===== config.mk =====
export PLATFORM = sky130hd
export DESIGN_NAME = dtc_vote_accum_flat
export DESIGN_NICKNAME = d
export VERILOG_FILES = /design/src/rtl/dtc_vote_accum_if.sv /design/src/rtl/dtc_vote_accum.sv /design/src/flat_wrapper.sv
export SDC_FILE = /design/constraint.sdc
export NUM_CORES = 1
export LEC_CHECK = 0
export ABC_AREA = 1
export CELL_PAD_IN_SITES_DETAIL_PLACEMENT = 2
export CELL_PAD_IN_SITES_GLOBAL_PLACEMENT = 2
export CORE_AREA = 2 2 98 100
export DETAILED_ROUTE_END_ITERATION = 10
export DIE_AREA = 0 0 100 102
export PLACE_DENSITY = 0.71
export SLEW_MARGIN = 20
export SYNTH_ARGS = -nofsm -noshare
export SYNTH_HDL_FRONTEND = slang
export SYNTH_SLANG_ARGS = --single-unit
export TNS_END_PERCENT = 30

===== constraint.sdc =====
create_clock -name clk -period 2.2 [get_ports clk]
set_input_delay 0.66 -clock clk [delete_from_list [all_inputs] [get_ports clk]]
set_output_delay 0.66 -clock clk [all_outputs]
set_load 0.05 [all_outputs]

===== src/rtl/dtc_vote_accum_if.sv =====
// Valid/ready stream carrying one class code per transfer.
// Used for both the input side (slave) and the output side (master) of dtc_vote_accum.
interface dtc_vote_accum_if #(
  parameter int WIDTH = 7
);
  logic             valid;
  logic [WIDTH-1:0] data;
  logic             ready;

  modport master (output valid, output data, input  ready);
  modport slave  (input  valid, input  data, output ready);
endinterface


===== src/rtl/dtc_vote_accum.sv =====
// Per-bit majority vote over windows of WIN class codes, one voted code per window.
// Optional macro DTC_VOTE_FLUSH_EN adds a flush input that closes a partial window early.
module dtc_vote_accum #(
  parameter  int WIDTH = 7,
  parameter  int WIN   = 8,
  localparam int CW    = $clog2(WIN + 1)
) (
  input  logic             clk,
  input  logic             rst,
  dtc_vote_accum_if.slave  in_bus,
  dtc_vote_accum_if.master out_bus,
`ifdef DTC_VOTE_FLUSH_EN
  input  logic             flush,
`endif
  output logic [CW-1:0]    win_count
);

  typedef enum logic [0:0] {ACCUM, EMIT} state_t;

  state_t           state, state_nxt;
  logic             in_ready, out_valid;
  logic             in_xfer, out_xfer, close;
  logic [WIDTH-1:0] out_data;
  logic [WIDTH-1:0] vote;
  logic [CW-1:0]    cnt_nxt;
  logic [CW-1:0]    ones     [WIDTH];
  logic [CW-1:0]    ones_nxt [WIDTH];

  assign in_bus.ready  = in_ready;
  assign out_bus.valid = out_valid;
  assign out_bus.data  = out_data;

  assign in_xfer  = in_bus.valid & in_ready;
  assign out_xfer = out_valid & out_bus.ready;

  // Counts after a possible transfer this cycle; the vote compares 2*ones against
  // the window length at CW+1 bits, so exact halves resolve to 0.
  always_comb begin
    // NOTE: every comb output gets a default first so no path can infer a latch.
    cnt_nxt = win_count + CW'(in_xfer);
    vote    = '0;
    for (int b = 0; b < WIDTH; b++) begin
      ones_nxt[b] = ones[b] + CW'(in_xfer & in_bus.data[b]);
      vote[b]     = {ones_nxt[b], 1'b0} > {1'b0, cnt_nxt};
    end
  end

`ifdef DTC_VOTE_FLUSH_EN
  assign close = in_ready & ((in_xfer & (cnt_nxt == CW'(WIN))) | (flush & (cnt_nxt != '0)));
`else
  assign close = in_xfer & (cnt_nxt == CW'(WIN));
`endif

  always_ff @(posedge clk or posedge rst) begin
    // NOTE: state and counters use non-blocking assignments so every register
    // samples pre-edge values regardless of statement order.
    if (rst) state <= ACCUM;
    else     state <= state_nxt;
  end

  always_comb begin
    state_nxt = state;
    case (state)
      ACCUM: if (close)         state_nxt = EMIT;
      EMIT:  if (out_bus.ready) state_nxt = ACCUM;
      default:                  state_nxt = ACCUM;
    endcase
  end

  always_comb begin
    in_ready  = (state == ACCUM);
    out_valid = (state == EMIT);
  end

  // Counters clear only after the voted code leaves; in_xfer cannot occur in EMIT.
  always_ff @(posedge clk or posedge rst) begin
    if (rst) begin
      // NOTE: the per-bit counter array is reset explicitly; a discarded partial
      // window must not leak into the next vote.
      for (int b = 0; b < WIDTH; b++) ones[b] <= '0;
      win_count <= '0;
      out_data  <= '0;
    end else begin
      if (out_xfer) begin
        for (int b = 0; b < WIDTH; b++) ones[b] <= '0;
        win_count <= '0;
      end else if (in_xfer) begin
        for (int b = 0; b < WIDTH; b++) ones[b] <= ones_nxt[b];
        win_count <= cnt_nxt;
      end
      if (close) out_data <= vote;
    end
  end

endmodule


===== src/flat_wrapper.sv =====
// flat-port wrapper written by rule: the top's interface ports become plain ports
module dtc_vote_accum_flat 
#(
  parameter  int WIDTH = 7,
  parameter  int WIN   = 8,
  localparam int CW    = $clog2(WIN + 1)
)
  (clk, rst, win_count, in_bus_valid, in_bus_data, in_bus_ready, out_bus_valid, out_bus_data, out_bus_ready);
  dtc_vote_accum_if #(.WIDTH(WIDTH)) in_bus_i ();
  dtc_vote_accum_if #(.WIDTH(WIDTH)) out_bus_i ();
  input  logic clk;
  input  logic rst;
  output logic [CW-1:0] win_count;
  input wire logic [$bits(in_bus_i.valid)-1:0] in_bus_valid;
  input wire logic [$bits(in_bus_i.data)-1:0] in_bus_data;
  output wire logic [$bits(in_bus_i.ready)-1:0] in_bus_ready;
  output wire logic [$bits(out_bus_i.valid)-1:0] out_bus_valid;
  output wire logic [$bits(out_bus_i.data)-1:0] out_bus_data;
  input wire logic [$bits(out_bus_i.ready)-1:0] out_bus_ready;
  assign in_bus_i.valid = in_bus_valid;
  assign in_bus_i.data = in_bus_data;
  assign in_bus_ready = in_bus_i.ready;
  assign out_bus_valid = out_bus_i.valid;
  assign out_bus_data = out_bus_i.data;
  assign out_bus_i.ready = out_bus_ready;
  dtc_vote_accum #(.WIDTH(WIDTH), .WIN(WIN)) u_core (.clk(clk), .rst(rst), .in_bus(in_bus_i), .out_bus(out_bus_i), .win_count(win_count));
endmodule

* Word-level counts from Yosys, hierarchy flattened
Cells that the tools add are included.
** Cells by class
- Reduce and logical (&&, ||, !) cells :: 1
- $add $sub $neg :: 8
- Order comparisons :: 7
- Bitwise gates (word level) :: 11
- Eq/ne operators :: 1
- Shift-type cells :: 0
- Divide/modulo/power cells :: 0
- Muxes and demuxes :: 7
- Multiply operators :: 0
** Operators with widths (count)
- $mux W28 :: 2
- $gt A5 B4 Y1 :: 7
- $add A4 B4 Y4 :: 7
- $and A1 B1 Y1 :: 10
- $mux W4 :: 2
- $add A4 B1 Y4 :: 1
- $eq A4 B4 Y1 const B :: 1
- $mux W1 :: 2
- $pmux W1 S2 :: 1
- $reduce_bool A2 Y1 :: 1
- $not A1 Y1 :: 1
** Storage, ports and cells
- Bits in writable memories :: 0
- Word-level logic and storage cells :: 45
- Flip-flop bits (word level) :: 40
- Output and inout port bits :: 13
- Memories :: 0
- Bits in latches :: 0
- Input port bits :: 11
- ROM bits :: 0

* Depth between registers and ports, before layout
- Depth in word-level cells :: 7
- Mapped depth :: 16
- Depth with buffers taken out :: 15

* Worst setup path after synthesis
OpenSTA, ideal clock, no wires.
- Kind :: register to register
- From :: reg u_core.state (netlist: u_core.out_bus.valid)
- To :: reg u_core.out_data[0] (netlist: u_core.out_bus.data[0])
- Arrival :: 2.439 ns
- Data required time :: 2.082 ns
- Cell stages (with the launch flop) :: 16
- Setup time :: 0.118 ns
- Clock period less this slack :: 2.556 ns
- Buffers on the path :: 1
- Path slack :: -0.356 ns
- Cells stage by stage :: dfrtp_1 nor2_4 inv_2 clkbuf_1 nor2_1 ha_1 ha_1 xnor2_1 inv_1 ha_1 nand2_1 inv_1 nand2_1 nand2_1 nand3_1 nand2_1
** On the way
- Longest elaborated chain between the ends :: 5
- Elaborated cells on any way between the ends :: 8
- Those cells by class :: add/sub (2); order compare (1); eq/ne (1); bitwise (4)
** Ends and longest elaborated chain
- from (decl) :: line dtc_vote_accum.sv:20 : state_t state, state_nxt;
- from (signal assigned) :: line dtc_vote_accum.sv:58 : else state <= state_nxt;
- $not A1 Y1 * :: line dtc_vote_accum.sv:71 : in_ready = (state == ACCUM);
- $and A1 B1 Y1 * :: line dtc_vote_accum.sv:33 : assign in_xfer = in_bus.valid & in_ready;
- $and A1 B1 Y1 / $add A4 B1 Y4 (equally long branches) :: line dtc_vote_accum.sv:43, dtc_vote_accum.sv:40
- $add A4 B4 Y4 / $eq A4 B4 Y1 (equally long branches) :: line dtc_vote_accum.sv:43, dtc_vote_accum.sv:51
- $gt A5 B4 Y1 / $and A1 B1 Y1 (equally long branches) :: line dtc_vote_accum.sv:44, dtc_vote_accum.sv:51
- to (signal assigned) :: line dtc_vote_accum.sv:91 : if (close) out_data <= vote;
- to (decl) :: line dtc_vote_accum.sv:23 : logic [WIDTH-1:0] out_data;
Every way passes the cells marked *; elsewhere a longest branch is shown, timed or not.
A chain may end at the register's enable or synchronous reset.

* Worst setup path in the final report
- From :: in in_bus_valid
- To :: reg u_core.out_data[4] (netlist: u_core.out_bus.data[4])
** On the way
- Longest elaborated chain between the ends :: 4
- Elaborated cells on any way between the ends :: 7
- Those cells by class :: add/sub (2); order compare (1); eq/ne (1); bitwise (3)
** Ends and longest elaborated chain
- from (decl) :: line flat_wrapper.sv:14 : input wire logic [$bits(in_bus_i.valid)-1:0] in_bus_valid;
- $and A1 B1 Y1 * :: line dtc_vote_accum.sv:33
- $and A1 B1 Y1 / $add A4 B1 Y4 (equally long branches) :: line dtc_vote_accum.sv:43, dtc_vote_accum.sv:40
- $add A4 B4 Y4 / $eq A4 B4 Y1 (equally long branches) :: line dtc_vote_accum.sv:43, dtc_vote_accum.sv:51
- $gt A5 B4 Y1 / $and A1 B1 Y1 (equally long branches) :: line dtc_vote_accum.sv:44, dtc_vote_accum.sv:51
Marked as above.

==> results.json <==
{
  "ys_seq_elements": 40,
  "area_growth_pct": 47.7,
  "hpwl_mm": 6.84,
  "ir_drop_mv": 0.582,
  "finalSetupViolCount": 0,
  "rrSetupSlack_ns": 0.07,
  "vias": 2646,
  "min_period_ns": 2.16,
  "place_congestion": 0.711,
  "root_buffer": "clkbuf_8",
  "port_buffers": 23,
  "max_freq_mhz": 462,
  "synthTopCellsByArea": "dfrtp_1, ha_1, nand2_1",
  "antenna_found_initial": 0,
  "reg2reg_depth": 13,
  "num_rows": 35,
  "crit_path_start": "in_bus_valid",
  "worst_ep_arrival_time_ns": 2.37,
  "n_antenna_cell": 0,
  "cts_made_buffers": 5,
  "required_ns": 2.40,
  "finalWirelength_mm": 9.57,
  "p_per_area_mw_per_mm2": 1370,
  "tns_ns": 0,
  "floorplan.die_area_sq_mm": 0.0102,
  "cts_tree": "yes",
  "syn_avg_cell_area_sq_um": 7.32,
  "io_pins": 24,
  "start_util_pct": 29.2,
  "clkSinkCount": 40,
  "syn_area_sq_mm": 0.00266,
  "yosysWarnings": 0,
  "die_h_microns": 102,
  "worstSetupPathType": "in -> reg",
  "ys_types": 19,
  "clock_skew_ns": 0.00701,
  "cpMostUsedCell": "nand2_2",
  "grt_setup_unrepaired": "yes",
  "crit_path_end_kind": "flop",
  "clk_latency_ns": 0.30,
  "hold_ws_ns": 0.480,
  "maxCapViolCount": 0,
  "synth_cells": 363,
  "grt_max_degree": 41,
  "clock_path_buffers": 2,
  "cp-endpoint": "u_core.out_bus.data[4]",
  "r2r_start": "u_core.out_bus.valid",
  "grt_usage_pct": 20.4,
  "firstDrtPassIters": 4,
  "post-route-drc-count": 0,
  "grt_overflow": 0,
  "n_fill_cell": 1048,
  "fp.dieW_microns": 100,
  "holdCritPathClass": "reg -> reg",
  "cp_max_fo": 7,
  "synth_fp_nets": 404,
  "final_max_slew_viol_count": 0,
  "critPathLaunchType": "input port",
  "layout.nets": 476,
  "yosys.area.top_type": "dfrtp_1",
  "leakage_nw": 1.97,
  "period_share_pct": 98.4,
  "yosysSeqAreaShare_pct": 37.6,
  "ant_nets": 0,
  "hold_buffers": 0,
  "drtIter0Drc": 48,
  "r2r-end": "u_core.out_bus.data[4]",
  "slowest_delay_ns": 0.32,
  "max-slew-margin-rel_pct": 66.9,
  "status": "completed",
  "final_util_pct": 43.1,
  "core_area_sq_mm": 0.00911,
  "hold_viol_final": 0,
  "cts.clk_slew.worst_paths_ns": 0.09,
  "grt_pass1_wl_mm": 15.9,
  "grt_pass1_vias": 3005,
  "cp_cell_sequence": "buf_8 -> inv_12 -> nor2_4 -> buf_12 -> ha_4 -> nand3_1 -> nand2_2 -> nand2_4 -> ha_1 -> nand2_1 -> inv_1 -> nand2_2 -> nand2_2 -> nand3_2 -> nand2_1",
  "htree_levels": 2,
  "wl_per_cell_microns": 17.5,
  "synth_top_area_share_pct": 37.6,
  "p_total_mw": 5.39,
  "slowest_stage": "ha_1",
  "drive_above_1_share_pct": 28.7,
  "worst_pin_slew_ns": 0.494,
  "via_per_inst": 4.85
}
[what timing repair did]
item,in CTS,in global routing
pin swaps,8,21
endpoints found under the hold margin,0,0
buffers inserted,6,3
cloned,1,0
endpoints found under the setup margin,25,7
resized for setup,17,25
[power by group]
group | internal, mW | switching, mW | total (mW) | leakage, nW
Clock | 0.280 | 0.291 | 0.572 | 0.0503
Sequential | 1.02 | 0.341 | 1.36 | 0.522
Combinational | 1.45 | 2.01 | 3.46 | 1.40
[layout by cell type, fill, tap and decap left out, drive strengths merged]
master / netlist / final
clkbuf: 3 / 7
o22ai: 17 / 17
ha: 30 / 30
dlymetal6s2s: 0 / 3
o21ai: 16 / 16
nand3: 30 / 30
inv: 83 / 84
xnor2: 7 / 7
nand2: 94 / 94
clkdlybuf4s50: 0 / 11
dfrtp: 40 / 40
nand4: 8 / 8
nor2: 31 / 31
buf: 4 / 57
[critical path: cells and delay by family]
kind          cells  cell delay [ns]
fa+ha+maj         2             0.48
simple gates      9             0.88
buf+inv           4             0.34
[how the worst min path moves through the flow]
stage / from / to / depth (start not counted)
global route: u_core.out_bus.data[6] / u_core.out_bus.data[6] / 2
finish: u_core.out_bus.data[6] / u_core.out_bus.data[6] / 2
CTS: u_core.out_bus.data[6] / u_core.out_bus.data[6] / 2
global placement: u_core.out_bus.data[6] / u_core.out_bus.data[6] / 2
floorplan: u_core.ones[7] / u_core.ones[7] / 2
detailed placement: u_core.out_bus.data[6] / u_core.out_bus.data[6] / 2
[cell type report]
| type | instances | area, sq um | share of cell area (%) |
|---|---|---|---|
| timing repair inverter | 1 | 11.3 | 0.287 |
| inverter | 83 | 337 | 8.57 |
| multi-input combinational | 233 | 1700 | 43.2 |
| sequential | 40 | 1000 | 25.5 |
| timing repair buffer | 71 | 646 | 16.4 |
| clock buffer | 7 | 96.3 | 2.45 |
| tap | 111 | 139 | 3.54 |
[metal layers]
| metal | global-route usage (%) | vias to the layer above | part of all wire, % |
|---|---|---|---|
| li1 | - | 1275 | - |
| met1 | 24.7 | 1334 | 46 |
| met2 | 38.1 | 27 | 51 |
| met3 | 2.60 | 10 | 1.4 |
| met4 | 5.37 | 0 | 1.4 |
| met5 | 0 | - | 0 |
[cell usage after synthesis (all sizes together)]
| cell type | number |
|---|---|
| dfrtp | 40 |
| nand2 | 94 |
| clkbuf | 3 |
| nand4 | 8 |
| nor2 | 31 |
| nand3 | 30 |
| inv | 83 |
| buf | 4 |
| xnor2 | 7 |
| o22ai | 17 |
| ha | 30 |
| o21ai | 16 |
[sequential cells by signal, indices dropped and copies added (netlist names)]
name / cells
u_core.out_bus.data: 7
u_core.win_count: 4
u_core.ones: 28
u_core.out_bus.valid: 1
[per-stage QoR]
stage	std cells	instance area [sq um]	setup slack, ns
floorplan	363	2980	-0.148
global placement	529	3620	-0.891
detailed placement	529	3620	-0.969
CTS	543	3820	-0.00680
global route	546	3930	-0.0932
finish	546	3930	0.0354
[cell families after synthesis]
group                      Yosys count  share of synthesized area (%)
and+or+nand+nor                    163                           25.9
buffers and inverters               90                           12.8
xor gates and xnor gates             7                           2.31
AOI/OAI and AO/OA                   33                           7.15
DFF                                 40                           37.6
adders and majority gates           30                           14.1
Power figures use the tool's default switching activity.
